`src/rtl/pipelined_rcs_subtractor_if.sv`:
```
// Handshake and data bundle for the pipelined ripple-chunk subtractor.
// The master side presents operands and drives out_ready; the slave side is the subtractor.
interface pipelined_rcs_subtractor_if #(
  parameter int unsigned BIT_WIDTH = 16
) ();

  logic                 in_valid;
  logic                 in_ready;
  logic [BIT_WIDTH-1:0] min_in;
  logic [BIT_WIDTH-1:0] sub_in;
  logic                 b_in;
  logic                 out_valid;
  logic                 out_ready;
  logic [BIT_WIDTH-1:0] diff;
  logic                 b_out;
  logic                 ovf;

  modport master (
    output in_valid,
    output min_in,
    output sub_in,
    output b_in,
    output out_ready,
    input  in_ready,
    input  out_valid,
    input  diff,
    input  b_out,
    input  ovf
  );

  modport slave (
    input  in_valid,
    input  min_in,
    input  sub_in,
    input  b_in,
    input  out_ready,
    output in_ready,
    output out_valid,
    output diff,
    output b_out,
    output ovf
  );

endinterface

```
`src/rtl/pipelined_rcs_subtractor.sv`:
```
// Pipelined subtractor: each stage ripples the borrow through one CW-bit chunk and
// hands the operands, partial difference and borrow to the next stage with its transaction.
module pipelined_rcs_subtractor #(
  parameter int unsigned BIT_WIDTH = 16,
  parameter int unsigned STAGES    = 4
) (
  input  logic                       clk,
  input  logic                       rst,
  pipelined_rcs_subtractor_if.slave  bus
);

  localparam int unsigned CW  = BIT_WIDTH / STAGES;
  localparam int unsigned Msb = BIT_WIDTH - 1;
  localparam int unsigned Lst = STAGES - 1;

  // Per-stage state: the register of stage k holds its transaction after chunk k is resolved.
  logic [STAGES-1:0]                valid_q;
  logic [STAGES-1:0]                borrow_q;
  logic [STAGES-1:0][BIT_WIDTH-1:0] min_q;
  logic [STAGES-1:0][BIT_WIDTH-1:0] sub_q;
  logic [STAGES-1:0][BIT_WIDTH-1:0] diff_q;

  // Inputs seen by each stage: the bus for stage 0, the previous stage register otherwise.
  logic [STAGES-1:0]                src_valid;
  logic [STAGES-1:0]                src_borrow;
  logic [STAGES-1:0][BIT_WIDTH-1:0] src_min;
  logic [STAGES-1:0][BIT_WIDTH-1:0] src_sub;
  logic [STAGES-1:0][BIT_WIDTH-1:0] src_diff;

  logic [STAGES-1:0]                borrow_d;
  logic [STAGES-1:0][BIT_WIDTH-1:0] diff_d;

  logic en;
  logic bit_a;
  logic bit_b;
  logic bit_bw;

  // The whole pipe moves as one; it only stalls when a finished result is not taken.
  assign en = !valid_q[Lst] || bus.out_ready;

  always_comb begin
    src_valid[0]  = bus.in_valid;
    src_borrow[0] = bus.b_in;
    src_min[0]    = bus.min_in;
    src_sub[0]    = bus.sub_in;
    src_diff[0]   = '0;
    for (int k = 1; k < STAGES; k++) begin
      src_valid[k]  = valid_q[k-1];
      src_borrow[k] = borrow_q[k-1];
      src_min[k]    = min_q[k-1];
      src_sub[k]    = sub_q[k-1];
      src_diff[k]   = diff_q[k-1];
    end
  end

  // Ripple-borrow chain of CW one-bit full subtractors per stage.
  always_comb begin
    diff_d   = src_diff;
    borrow_d = '0;
    bit_a    = 1'b0;
    bit_b    = 1'b0;
    bit_bw   = 1'b0;
    for (int k = 0; k < STAGES; k++) begin
      bit_bw = src_borrow[k];
      for (int i = 0; i < CW; i++) begin
        bit_a = src_min[k][k*CW + i];
        bit_b = src_sub[k][k*CW + i];
        diff_d[k][k*CW + i] = bit_a ^ bit_b ^ bit_bw;
        bit_bw = (~bit_a & bit_b) | (~(bit_a ^ bit_b) & bit_bw);
      end
      borrow_d[k] = bit_bw;
    end
  end

  always_ff @(posedge clk) begin
    if (rst) begin
      valid_q  <= '0;
      borrow_q <= '0;
      min_q    <= '0;
      sub_q    <= '0;
      diff_q   <= '0;
    end else if (en) begin
      for (int k = 0; k < STAGES; k++) begin
        valid_q[k] <= src_valid[k];
        // Bubbles leave data untouched so the outputs never pick up undriven inputs.
        if (src_valid[k]) begin
          borrow_q[k] <= borrow_d[k];
          min_q[k]    <= src_min[k];
          sub_q[k]    <= src_sub[k];
          diff_q[k]   <= diff_d[k];
        end
      end
    end
  end

  assign bus.in_ready  = en;
  assign bus.out_valid = valid_q[Lst];
  assign bus.diff      = diff_q[Lst];
  assign bus.b_out     = borrow_q[Lst];
  assign bus.ovf       = (min_q[Lst][Msb] != sub_q[Lst][Msb]) &&
                         (diff_q[Lst][Msb] != min_q[Lst][Msb]);

endmodule

```
`src/flat_wrapper.sv`:
```
// flat-port wrapper written by rule: the top's interface ports become plain ports
module pipelined_rcs_subtractor_flat 
#(
  parameter int unsigned BIT_WIDTH = 16,
  parameter int unsigned STAGES    = 4
)
  (clk, rst, bus_in_valid, bus_min_in, bus_sub_in, bus_b_in, bus_out_ready, bus_in_ready, bus_out_valid, bus_diff, bus_b_out, bus_ovf);
  pipelined_rcs_subtractor_if #(.BIT_WIDTH(BIT_WIDTH)) bus_i ();
  input  logic clk;
  input  logic rst;
  input wire logic [$bits(bus_i.in_valid)-1:0] bus_in_valid;
  input wire logic [$bits(bus_i.min_in)-1:0] bus_min_in;
  input wire logic [$bits(bus_i.sub_in)-1:0] bus_sub_in;
  input wire logic [$bits(bus_i.b_in)-1:0] bus_b_in;
  input wire logic [$bits(bus_i.out_ready)-1:0] bus_out_ready;
  output wire logic [$bits(bus_i.in_ready)-1:0] bus_in_ready;
  output wire logic [$bits(bus_i.out_valid)-1:0] bus_out_valid;
  output wire logic [$bits(bus_i.diff)-1:0] bus_diff;
  output wire logic [$bits(bus_i.b_out)-1:0] bus_b_out;
  output wire logic [$bits(bus_i.ovf)-1:0] bus_ovf;
  assign bus_i.in_valid = bus_in_valid;
  assign bus_i.min_in = bus_min_in;
  assign bus_i.sub_in = bus_sub_in;
  assign bus_i.b_in = bus_b_in;
  assign bus_i.out_ready = bus_out_ready;
  assign bus_in_ready = bus_i.in_ready;
  assign bus_out_valid = bus_i.out_valid;
  assign bus_diff = bus_i.diff;
  assign bus_b_out = bus_i.b_out;
  assign bus_ovf = bus_i.ovf;
  pipelined_rcs_subtractor #(.BIT_WIDTH(BIT_WIDTH), .STAGES(STAGES)) u_core (.clk(clk), .rst(rst), .bus(bus_i));
endmodule
```
`config.mk`:
```
export PLATFORM = sky130hd
export DESIGN_NAME = pipelined_rcs_subtractor_flat
export DESIGN_NICKNAME = d
export VERILOG_FILES = /design/src/rtl/pipelined_rcs_subtractor_if.sv /design/src/rtl/pipelined_rcs_subtractor.sv /design/src/flat_wrapper.sv
export SDC_FILE = /design/constraint.sdc
export NUM_CORES = 1
export LEC_CHECK = 0
export CAP_MARGIN = 20
export CORE_UTILIZATION = 35
export CTS_CLUSTER_SIZE = 8
export DETAILED_ROUTE_END_ITERATION = 6
export GPL_TIMING_DRIVEN = 0
export PLACE_DENSITY = 0.59
export SYNTH_ARGS = -nofsm -noshare
export SYNTH_HDL_FRONTEND = slang
export SYNTH_SLANG_ARGS = --single-unit
export TNS_END_PERCENT = 1
```
`constraint.sdc`:
```
create_clock -name clk -period 2 [get_ports clk]
set_input_delay 0.4 -clock clk [delete_from_list [all_inputs] [get_ports clk]]
set_output_delay 0.4 -clock clk [all_outputs]
set_load 0.01 [all_outputs]
```
==> out/metrics.csv <==
stage,metric,value,unit
outcome,status,"finished, violations left",
outcome,failing checks,setup timing,
global_route,vias in the first global route,3329,
synthesis,Syn Inst Count,459,
power,Psw,0.00100,W
worst_setup_path,"Arr. time, crit path",2.31,ns
worst_setup_path,Reg2Reg Setup Slack,-0.09,ns
synthesis,library cells used by synthesis,25,
synthesis,number of synthesized register bits,98,
timing,min Tclk post-route,2.09,ns
timing,hold_ws,0.441,ns
finish,register area,1970,µm²
timing,FMAX,0.478,GHz
floorplan,core area,12000,µm²
global_route,initial antenna violation count,0,
timing,RSZ-0062 raised after global routing,true,
hold_path,HP Class,in -> reg,
place,DP Wirelength,7.73,mm
worst_setup_path,cell mode on critical path,fa_2,
synthesis,"Net Count, Synth",512,
global_route,first-pass GRT wire length,17.3,mm
global_route,pin count of the biggest net entering global routing,16,
power,Worst VDD drop,0.543,mV
clock_tree,clk_lat worst skew,0.35,ns
power,Switching Fraction,0.237,
clock_tree,Root Buffer,clkbuf_16,
detailed_routing,routed length per instance,15.9,µm
timing,skew final,0.00819,ns
worst_setup_path,Levels on crit path,9,
global_route,All-Layer GR Usage,0.179,
worst_setup_path,Reg2Reg Launch Point,u_core.borrow_q[2]$_SDFFE_PP0P_,
floorplan,num ports,57,
worst_setup_path,"Req. time, crit path",2.21,ns
finish,area occupied by multi-input gates,2000,µm²
timing,hold violation total from the final report,0,
power,Reg power frac,0.485,
worst_setup_path,crit path to,u_core.bus.diff[15]$_SDFFE_PP0P_,
detailed_routing,Iter 0 DRT Violations,227,
detailed_routing,vias per cell,5.07,
worst_setup_path,CP max FO,2,
finish,share of layout cells above drive strength 1,0.147,
place,pre-CTS setup slack,-0.595,ns
power,Clock Power Share,0.411,
floorplan,FP Rows,40,
finish,ANT cells,0,
timing,Final TNS setup,-0.163,ns
job,max cap viols,0,
worst_setup_path,R2R cell count,9,
synthesis,Yosys Warn Count,0,
timing,Worst-Margin Slew,0.659,ns
worst_setup_path,CP max-delay cell,fa_1,
place,port bufs,55,
clock_tree,CTS buffer count,9,
power,cell internal pwr,0.00323,W
detailed_routing,number of routed nets with antenna violations,0,
clock_tree,CTS tree,yes,
power,Lkg Pwr,1.95,nW
timing,Max Slew Vio Count,0,
worst_setup_path,CP bufs+invs,3,
detailed_routing,Total Wirelength,10.8,mm
finish,nets,579,
finish,Filler Cell Count,1171,
synthesis,Netlist Area Pre-Place,4290,µm²
floorplan,Die Area,12700,µm²
worst_setup_path,"Critical Path, Cell by Cell","inv_1, fa_2, inv_2, fa_2, fa_2, inv_2, fa_1, nand3_1, a21oi_1",
floorplan,initial core utilization,0.358,
worst_setup_path,start point of the critical path,u_core.borrow_q[2]$_SDFFE_PP0P_,
finish,area delta synth->final,25.4,%
worst_setup_path,path type of the worst setup path,reg -> reg,
floorplan,die width,113,µm
clock_tree,clock sink count,98,
detailed_routing,# DRC,0,
synthesis,synthesized area per cell,9.34,µm²
global_route,GRT overflow,0,
power,pwr dens,788,nW/µm²
finish,"non-filler cells, final",678,
worst_setup_path,Crit path max-delay family,adder cells,
detailed_routing,drt pass-1 iters,4,
clock_tree,Worst-path clk slew,0.07,ns
timing,final setup margin,-0.0940,ns
worst_setup_path,Worst R2R End,u_core.bus.diff[15]$_SDFFE_PP0P_,
place,GP Congestion,0.822,
hold_path,Hold Path Depth,3,
timing,final cycle utilization of the critical path,1.05,
worst_setup_path,crit end category,register,
place,placed cells,661,
power,Gate power share,0.104,
timing,worst rel slew slack,0.559,
finish,Layout Utilization,0.449,
timing,final-report setup violation count,3,
floorplan,Die H,113,µm
synthesis,sequential area share after synthesis,0.458,
worst_setup_path,kind of start point of the critical path,register,
clock_tree,Max clock buf depth,2,
worst_setup_path,Worst path max stage delay,0.42,ns
clock_tree,# H-tree levels,3,
detailed_routing,via count,3435,
==> metal layers <==
metal | wire length, µm | track usage
met3 | 655 | 0.0373
met5 | 0 | 0
met1 | 4680 | 0.220
met4 | 107 | 0.0631
met2 | 5320 | 0.312
==> cell type report <==
type / count / area share
multi-input cells: 288 / 0.373
flip-flops and latches: 98 / 0.366
repair buffers: 56 / 0.104
clock buffers: 11 / 0.0452
plain buffers: 40 / 0.0435
well taps: 147 / 0.0342
inverters: 33 / 0.0235
clock inverters: 5 / 0.0100
==> metrics by stage <==
stage	cell area, µm²	total power (W)
2_1_floorplan	4290	0.00234
3_3_place_gp	5020	0.00252
3_5_place_dp	5020	0.00253
4_1_cts	5360	0.00427
5_1_grt	5370	0.00439
6_report	5370	0.00424
==> cells in the mapped netlist (all sizes together) <==
cell    number  area, µm²
dfxtp       98       1960
a21oi       62        340
o21ai       58        290
nand3       46        230
nand2b      44        275
inv         33        126
mux2i       25        250
clkbuf      23       87.6
buf         17        139
fa          16        320
a211oi      12        100
nand4b      11       96.3
nand2        8       32.5
nor2         5       21.3
nor2b        1       13.8
==> worst min path at each step <==
stage                                          from                              end  slack [ns]
floorplan            u_core.diff_d[53]$_SDFFE_PP0P_  u_core.bus.diff[5]$_SDFFE_PP0P_        0.44
global placement     u_core.diff_d[50]$_SDFFE_PP0P_  u_core.bus.diff[2]$_SDFFE_PP0P_        0.46
detailed placement    u_core.min_q[30]$_SDFFE_PP0P_    u_core.min_q[46]$_SDFFE_PP0P_        0.46
CTS                                             rst   u_core.diff_d[59]$_SDFFE_PP0P_        0.45
global route        u_core.src_sub[24]$_SDFFE_PP0P_  u_core.src_sub[40]$_SDFFE_PP0P_        0.48
finish                                          rst   u_core.diff_d[59]$_SDFFE_PP0P_        0.44
==> repair_timing <==
action                                  in CTS  in global routing
resized for setup                           34                  8
hold buffers                                 0                  0
pin swaps                                    7                  2
setup buffers                                1                  0
endpoints found under the setup margin       6                  7
==> sequential cells by signal, indices dropped and copies added (netlist names), 4 cells and up <==
| register | cells |
|---|---|
| u_core.diff_d | 24 |
| u_core.min_q | 24 |
| u_core.src_sub | 23 |
| u_core.bus.diff | 16 |
| u_core.borrow_q | 4 |
| u_core.valid_q | 4 |
==> cell families (layout without fill, tap and decap cells) <==
group                    after synthesis  in the layout  share of synthesized area
AO/OA/AOI/OAI                        132            132                      0.171
adder cells (fa/ha/maj)               16             16                     0.0747
buffers and inverters                 73            145                     0.0823
flip-flops                            98             98                      0.458
multiplexers                          25             25                     0.0584
AND/OR/NAND/NOR                      115            115                      0.156
==> worst reg2reg max path: stages (launching register included) <==
cell and delay (ns):
dfxtp_2 0.32, inv_1 0.07, fa_2 0.19, inv_2 0.04, fa_2 0.33, fa_2 0.34, inv_2 0.08, fa_1 0.42
nand3_1 0.10, a21oi_1 0.07
==> power by group through the flow <==
stage	Clock (W)	Combinational, W	Sequential [W]
5_1_grt	0.00184	0.000485	0.00206
4_1_cts	0.00178	0.000441	0.00205
6_report	0.00174	0.000441	0.00205
2_1_floorplan	0	0.000248	0.00209
3_5_place_dp	0	0.000430	0.00210
3_3_place_gp	0	0.000422	0.00210
==> layout by cell type (no fill, tap or decap), drive strengths merged <==
cell type and n:
dfxtp 98, a21oi 62, o21ai 58, clkdlybuf4s50 49
nand3 46, nand2b 44, clkbuf 34, inv 33
mux2i 25, buf 18, fa 16, a211oi 12
nand4b 11, nand2 8, nor2 5, clkinv 4
clkdlybuf4s15 4, nor2b 1, bufinv 1, dlygate4sd2 1
dlymetal6s2s 1
Power figures use the tool's default switching activity.
